===== config.mk =====
export PLATFORM = sky130hd
export DESIGN_NAME = tl_timer_ctrl
export DESIGN_NICKNAME = d
export VERILOG_FILES = /design/src/rtl/tl_timer_ctrl.sv
export SDC_FILE = /design/constraint.sdc
export NUM_CORES = 1
export LEC_CHECK = 0
export BUFFER_PORTS_ARGS = -buffer_cell sky130_fd_sc_hd__buf_2
export CORE_MARGIN = 1.5
export CORE_UTILIZATION = 53
export CTS_CLUSTER_SIZE = 12
export DETAILED_ROUTE_END_ITERATION = 8
export PLACE_DENSITY = 0.75
export SKIP_LAST_GASP = 1
export SYNTH_ARGS = -nofsm -noshare
export SYNTH_HDL_FRONTEND = slang
export SYNTH_SLANG_ARGS = --single-unit
export TNS_END_PERCENT = 1

===== constraint.sdc =====
create_clock -name clk -period 1.9 [get_ports clk]
set_input_delay 0.38 -clock clk [delete_from_list [all_inputs] [get_ports clk]]
set_output_delay 0.38 -clock clk [all_outputs]
set_load 0.02 [all_outputs]

===== src/rtl/tl_timer_ctrl.sv =====
// Interval timer, runtime-programmable limits and car-sensor conditioning for the traffic-light FSM.
// Optional debounce of the car sensor: define CAR_DEBOUNCE_EN.
module tl_timer_ctrl #(
    parameter int CNT_W      = 16,
    parameter int TICK_DIV   = 1000,
    parameter int TS_DEFAULT = 5,
    parameter int TL_DEFAULT = 25,
    parameter int DB_CYCLES  = 4
) (
    input  logic             clk,
    input  logic             rst,
    input  logic             sc,
    input  logic             car_raw,
    input  logic             cfg_we,
    input  logic             cfg_sel,
    input  logic [CNT_W-1:0] cfg_data,
    output logic             ts,
    output logic             tl,
    output logic             c,
    output logic [CNT_W-1:0] elapsed
);

    localparam int PW = (TICK_DIV > 1) ? $clog2(TICK_DIV) : 1;
    localparam logic [CNT_W-1:0] CNT_MAX = '1;

    if (TICK_DIV < 1 || DB_CYCLES < 1) begin : g_param_check
        $error("tl_timer_ctrl: TICK_DIV and DB_CYCLES must be >= 1");
    end

    function automatic logic [CNT_W-1:0] clamp_limit(input logic [CNT_W-1:0] d);
        return (d == '0) ? CNT_W'(1) : d;
    endfunction

    localparam logic [CNT_W-1:0] TS_RST = clamp_limit(CNT_W'(TS_DEFAULT));
    localparam logic [CNT_W-1:0] TL_RST = clamp_limit(CNT_W'(TL_DEFAULT));

    logic [PW-1:0]    presc;
    logic             tick;
    logic [CNT_W-1:0] short_pend, long_pend;
    logic [CNT_W-1:0] short_act, long_act;
    logic [CNT_W-1:0] cfg_clamped;
    logic             car_s1, car_s;

    assign tick        = (presc == PW'(TICK_DIV - 1));
    assign cfg_clamped = clamp_limit(cfg_data);

    always_ff @(posedge clk) begin
        if (rst || sc) begin
            presc   <= '0;
            elapsed <= '0;
        end else begin
            presc <= tick ? '0 : presc + PW'(1);
            if (tick && elapsed != CNT_MAX) begin
                elapsed <= elapsed + CNT_W'(1);
            end
        end
    end

    // A write coinciding with sc bypasses straight into the active limit.
    always_ff @(posedge clk) begin
        if (rst) begin
            short_pend <= TS_RST;
            long_pend  <= TL_RST;
            short_act  <= TS_RST;
            long_act   <= TL_RST;
        end else begin
            if (cfg_we && !cfg_sel) short_pend <= cfg_clamped;
            if (cfg_we &&  cfg_sel) long_pend  <= cfg_clamped;
            if (sc) begin
                short_act <= (cfg_we && !cfg_sel) ? cfg_clamped : short_pend;
                long_act  <= (cfg_we &&  cfg_sel) ? cfg_clamped : long_pend;
            end
        end
    end

    // Flags decode registered state only, so the FSM may derive sc from them.
    assign ts = (elapsed >= short_act);
    assign tl = (elapsed >= long_act);

    always_ff @(posedge clk) begin
        if (rst) begin
            car_s1 <= 1'b0;
            car_s  <= 1'b0;
        end else begin
            car_s1 <= car_raw;
            car_s  <= car_s1;
        end
    end

`ifdef CAR_DEBOUNCE_EN
    localparam int DW = $clog2(DB_CYCLES + 1);
    logic [DW-1:0] db_cnt;

    // Down-counter reloads on agreement; c flips at terminal count of a sustained mismatch.
    always_ff @(posedge clk) begin
        if (rst) begin
            db_cnt <= DW'(DB_CYCLES);
            c      <= 1'b0;
        end else if (car_s == c) begin
            db_cnt <= DW'(DB_CYCLES);
        end else if (db_cnt == '0) begin
            c      <= car_s;
            db_cnt <= DW'(DB_CYCLES);
        end else begin
            db_cnt <= db_cnt - DW'(1);
        end
    end
`else
    always_ff @(posedge clk) begin
        if (rst) c <= 1'b0;
        else     c <= car_s;
    end
`endif

endmodule


### After elaboration in Yosys (flattened, before gate mapping)

Index checks and enable logic that the tools add are counted.

* reduce and logical (&&, ||, !) cells: 7
* add/subtract/negate cells: 2
* magnitude comparators: 2
* eq/ne operators: 2
* muxes and demuxes: 3

Operator list (count)
* 16-bit two-way mux: 3
* 16-bit greater-or-equal comparator: 2
* 16-bit by 1-bit adder with 16-bit output, second input constant: 1
* 16-bit logical NOT: 1
* 16-bit != test, second input constant: 1
* 10-bit by 1-bit adder with 10-bit output, second input constant: 1
* 10-bit == test, second input constant: 1
* 1-bit logical AND: 3
* 2-bit OR reduction: 1
* 1-bit logical NOT: 1
* 1-bit logical OR: 1

* output and inout port bits: 19
* bits of input ports: 22
* register bits: 93
* word-level logic and storage cells: 25

### Logic depth before layout (Yosys ltp)

* depth after elaboration: 3
* gate-level depth with buffers: 7

### Least setup slack after synthesis

No wires, ideal clock.

* path type: register to output
* start: register elapsed[0]
* end: output tl
* required time: 1.520 ns
* stages on the path, launching flop included: 8
* buffers on the path: 0
* setup slack: -0.444 ns
* arrival: 1.964 ns
* cell sequence: dfxtp_1 -> inv_1 -> ha_1 -> nor2_1 -> a21oi_1 -> nor3_1 -> o41a_1 -> o31ai_1

* longest elaborated chain between the ends: 1

Ends and longest elaborated chain
* start, declared: line 20 `output logic [CNT_W-1:0] elapsed`
* start signal, assigned: line 54 `elapsed <= elapsed + CNT_W'(1);`
* 16-bit greater-or-equal comparator: line 78 `assign tl = (elapsed >= long_act);`
* end, declared: line 18 `output logic tl,`

No other way between the ends.

### Worst setup path after layout

* start: register long_act[5]
* end: output tl

* longest elaborated chain between the ends: 1

Ends and longest elaborated chain
* start, declared: line 40 `logic [CNT_W-1:0] short_act, long_act;`
* start signal, assigned: line 71 `long_act <= (cfg_we && cfg_sel) ? cfg_clamped : long_pend;`
* 16-bit greater-or-equal comparator: line 78

No other way between the ends.

==> results.sh <==
export IMPL_r2r_setup_slack_ns=-0.04
export IMPL_fin_skew_ns=0.00862
export IMPL_worstHoldStart="car_raw"
export IMPL_yosys_area_share_adder_pct=10.0
export IMPL_diodes=0
export IMPL_max_clock_path_buffers=2
export IMPL_grt_pass1_vias=3370
export IMPL_hold_path_end="car_s1"
export IMPL_synth_most_common_cell="dfxtp_1"
export IMPL_synth_seq_cells=93
export IMPL_max_slew_margin_pct=61.5
export IMPL_crit_buf_inv=2
export IMPL_fin_nets=624
export IMPL_drt_iter0_markers=186
export IMPL_hold_path_class="in2reg"
export IMPL_die_h_um=92.4
export IMPL_muxShareOfSynthArea_pct=0.502
export IMPL_synth_area_leaders="dfxtp_1, ha_1, nand2_1"
export IMPL_critical_path_endpoint_type="primary output"
export IMPL_async_flop_share_pct=0
export IMPL_worst_pin_slew_ns=0.577
export IMPL_synth_commonest_cells="dfxtp_1, nand2_1, a21oi_1"
export IMPL_cp_required_ns=1.52
export IMPL_synthDominantCellAreaShare_pct=43.9
export IMPL_cts_hold_fix_buffers=0
export IMPL_worst_slack_ns=-0.489
export IMPL_routed_via_count=3640
export IMPL_finalHoldViolations=0
export IMPL_period_needed_ns=2.39
export IMPL_area_delta_synth_final_pct=22.4
export IMPL_synth_nets=551
export IMPL_ant_nets=0
export IMPL_wl_per_cell_um=15.0
export IMPL_dpl_cell_area_mm2=0.00483
export IMPL_grtUsageTotal_pct=25.5
export IMPL_via_per_inst=5.39
export IMPL_setup_viol=4
export IMPL_dpl_hpwl_um=7390
export IMPL_p_per_area_mw_per_mm2=730
export IMPL_synth_ff_type="dfxtp_1"
export IMPL_first_pass_iters=5
export IMPL_port_buffers=40
export IMPL_whs_path_depth=2
export IMPL_synth_seq_area_share_pct=43.9
export IMPL_cts_inserted_buffers=9
export IMPL_path_class="reg2out"
export IMPL_violations="negative setup slack"
export IMPL_yosys_area_top_type="dfxtp_1"
export IMPL_grt_pass1_wl_um=16900
export IMPL_cts_sinks=93
export IMPL_synth_edf_count=0
export IMPL_synth_area_per_cell_um2=8.56
export IMPL_synth_simple_area_share_pct=22.8
export IMPL_grt_overflow_total=0
export IMPL_drive_gt1_share_pct=25.3
export IMPL_root_buffer="clkbuf_8"
export IMPL_grt_max_degree=38
export IMPL_crit_chain="inv_1 > ha_4 > a21oi_2 > nor2_1 > a2111oi_4 > o41a_1 > o31ai_4 > buf_6"
export IMPL_die_area_mm2=0.00854
export IMPL_cp_start_kind="flip-flop"
export IMPL_gp_congestion=0.891
export IMPL_drt_wl_total_um=10200
export IMPL_fin_setup_tns_ns=-1.03
export IMPL_rr_worst_depth=8
export IMPL_initial_utilization_pct=54.9
export IMPL_critPathArrivalTime_ns=2.01
export IMPL_maxSlewViolCount=0
export IMPL_htreeDepth=3
export IMPL_p_leak_nw=2.28
export IMPL_cpLargestDelayFamily="compound AO/OA/AOI/OAI gates"
export IMPL_fmax_mhz=419
export IMPL_clk_latency_ns=0.37
export IMPL_stdcell_area_mm2=0.00519
export IMPL_worstPathMaxFanout=2
export IMPL_status="finished with violations"
export IMPL_num_rows=32
export IMPL_drc_errors=0
export IMPL_clk_pin_slew_ns=0.10
export IMPL_syn_area_mm2=0.00424
export IMPL_max_stage_delay_ns=0.32
export IMPL_fin_crit_sh_pct=126
export IMPL_synth_cell_types=48
export IMPL_maxCapViolCount=0
export IMPL_synth_xor_area_share_pct=3.72
export IMPL_ir_drop_mv=0.489
export IMPL_r2r_end="elapsed[14]"
export IMPL_synth_top_family_by_area="simple AND/OR/NAND/NOR gates"
export IMPL_rr_startpoint="elapsed[0]"
export IMPL_antenna_found_initial=0
export IMPL_die_x_um=92.4
export IMPL_yosys_warnings=0
export IMPL_slowest_stage="dfxtp_1"
export IMPL_netlist_instances=495
export IMPL_synth_compound_area_share_pct=13.8
export IMPL_core_area_mm2=0.00773
export IMPL_ioPinCount=41
export IMPL_cts_tree="yes"
export IMPL_rsz0062_at_grt="true"
==> worst max-delay path by stage <==
stage / from / endpoint / slack [ns] / cells after the start
global route: long_act[5] / tl / -0.58 / 8
finish: long_act[5] / tl / -0.49 / 8
CTS: long_act[11] / tl / -0.49 / 8
detailed placement: long_act[11] / tl / -0.32 / 8
floorplan: elapsed[0] / tl / -0.09 / 7
global placement: long_act[11] / tl / -0.24 / 8
==> power by group <==
part | switching [mW] | internal (mW) | leakage [nW]
logic | 0.228 | 0.158 | 1.41
registers | 0.0296 | 2.03 | 0.769
clock network | 0.787 | 0.549 | 0.102
total | 1.05 | 2.74 | 2.28
==> metrics by stage <==
| stage | power [mW] | utilization, % | setup WS (ns) | hold slack, ns | cells |
|---|---|---|---|---|---|
| 6_report | 3.79 | 67.2 | -0.489 | 0.219 | 675 |
| 5_1_grt | 3.95 | 67.2 | -0.582 | 0.207 | 675 |
| 4_1_cts | 3.78 | 66.3 | -0.490 | 0.217 | 675 |
| 3_5_place_dp | 2.47 | 62.5 | -0.324 | 0.430 | 658 |
| 3_3_place_gp | 2.45 | 62.5 | -0.241 | 0.417 | 658 |
| 2_1_floorplan | 2.32 | - | -0.0931 | 0.413 | 495 |
==> layer usage <==
layer	GRT usage (%)	up-vias	wire, µm
li1	-	1837	-
met1	34.1	1651	4700
met2	41.4	138	4730
met3	3.78	14	551
met4	9.74	0	174
met5	0	-	0
==> sequential cells by signal (all words and copies together) (netlist names) <==
name        count
elapsed        16
car_s1          1
short_act      16
c               1
short_pend     16
long_act       16
presc          10
car_s           1
long_pend      16
==> cells in the final DEF, fill, tap and decap left out, types with 3 or more instances in the layout <==
cell,Yosys,layout
nand3b_1,3,3
nand4_1,7,7
buf_4,0,43
dfxtp_1,93,78
ha_1,34,27
and4_1,3,3
nand3_1,10,10
dfxtp_2,0,13
and3_1,4,4
a21oi_2,0,3
clkbuf_8,0,10
nand2_1,84,84
buf_2,1,39
xnor2_1,14,14
o22a_1,11,11
inv_1,35,33
xor2_1,4,4
inv_6,0,4
a21oi_1,59,54
nor3_1,9,9
a21o_1,6,6
nor2b_1,5,5
nor2_1,47,46
ha_4,0,6
nor4_1,5,5
o21ai_0,9,6
==> area by class of cell <==
class,count,area [µm²]
Clock inverter,6,57.6
Tap cell,102,128
Fill cell,652,2540
Clock buffer,10,138
Multi-Input combinational cell,346,2320
Sequential cell,93,1890
Inverter,35,131
Timing Repair Buffer,83,529
==> kinds of logic after synthesis <==
family | after synthesis
adder cells (fa/ha/maj) | 34
AO/OA/AOI/OAI | 97
XOR/XNOR | 18
AND/OR/NAND/NOR | 195
buffers and inverters | 56
flip-flops | 93
multiplexers | 2
==> worst register-to-register path, stage by stage (launching register included) <==
cell	delay [ns]
dfxtp_4	0.35
buf_4	0.13
ha_1	0.17
nand3_1	0.17
buf_4	0.20
or2_4	0.25
nor4_1	0.34
xnor2_1	0.17
nor2_1	0.05
==> timing repair <==
action,CTS,global route
pin swaps,7,3
setup buffers,1,0
setup endpoints to repair,4,7
gates resized for setup,22,11
Note: power is estimated with default switching activity, not from simulation.
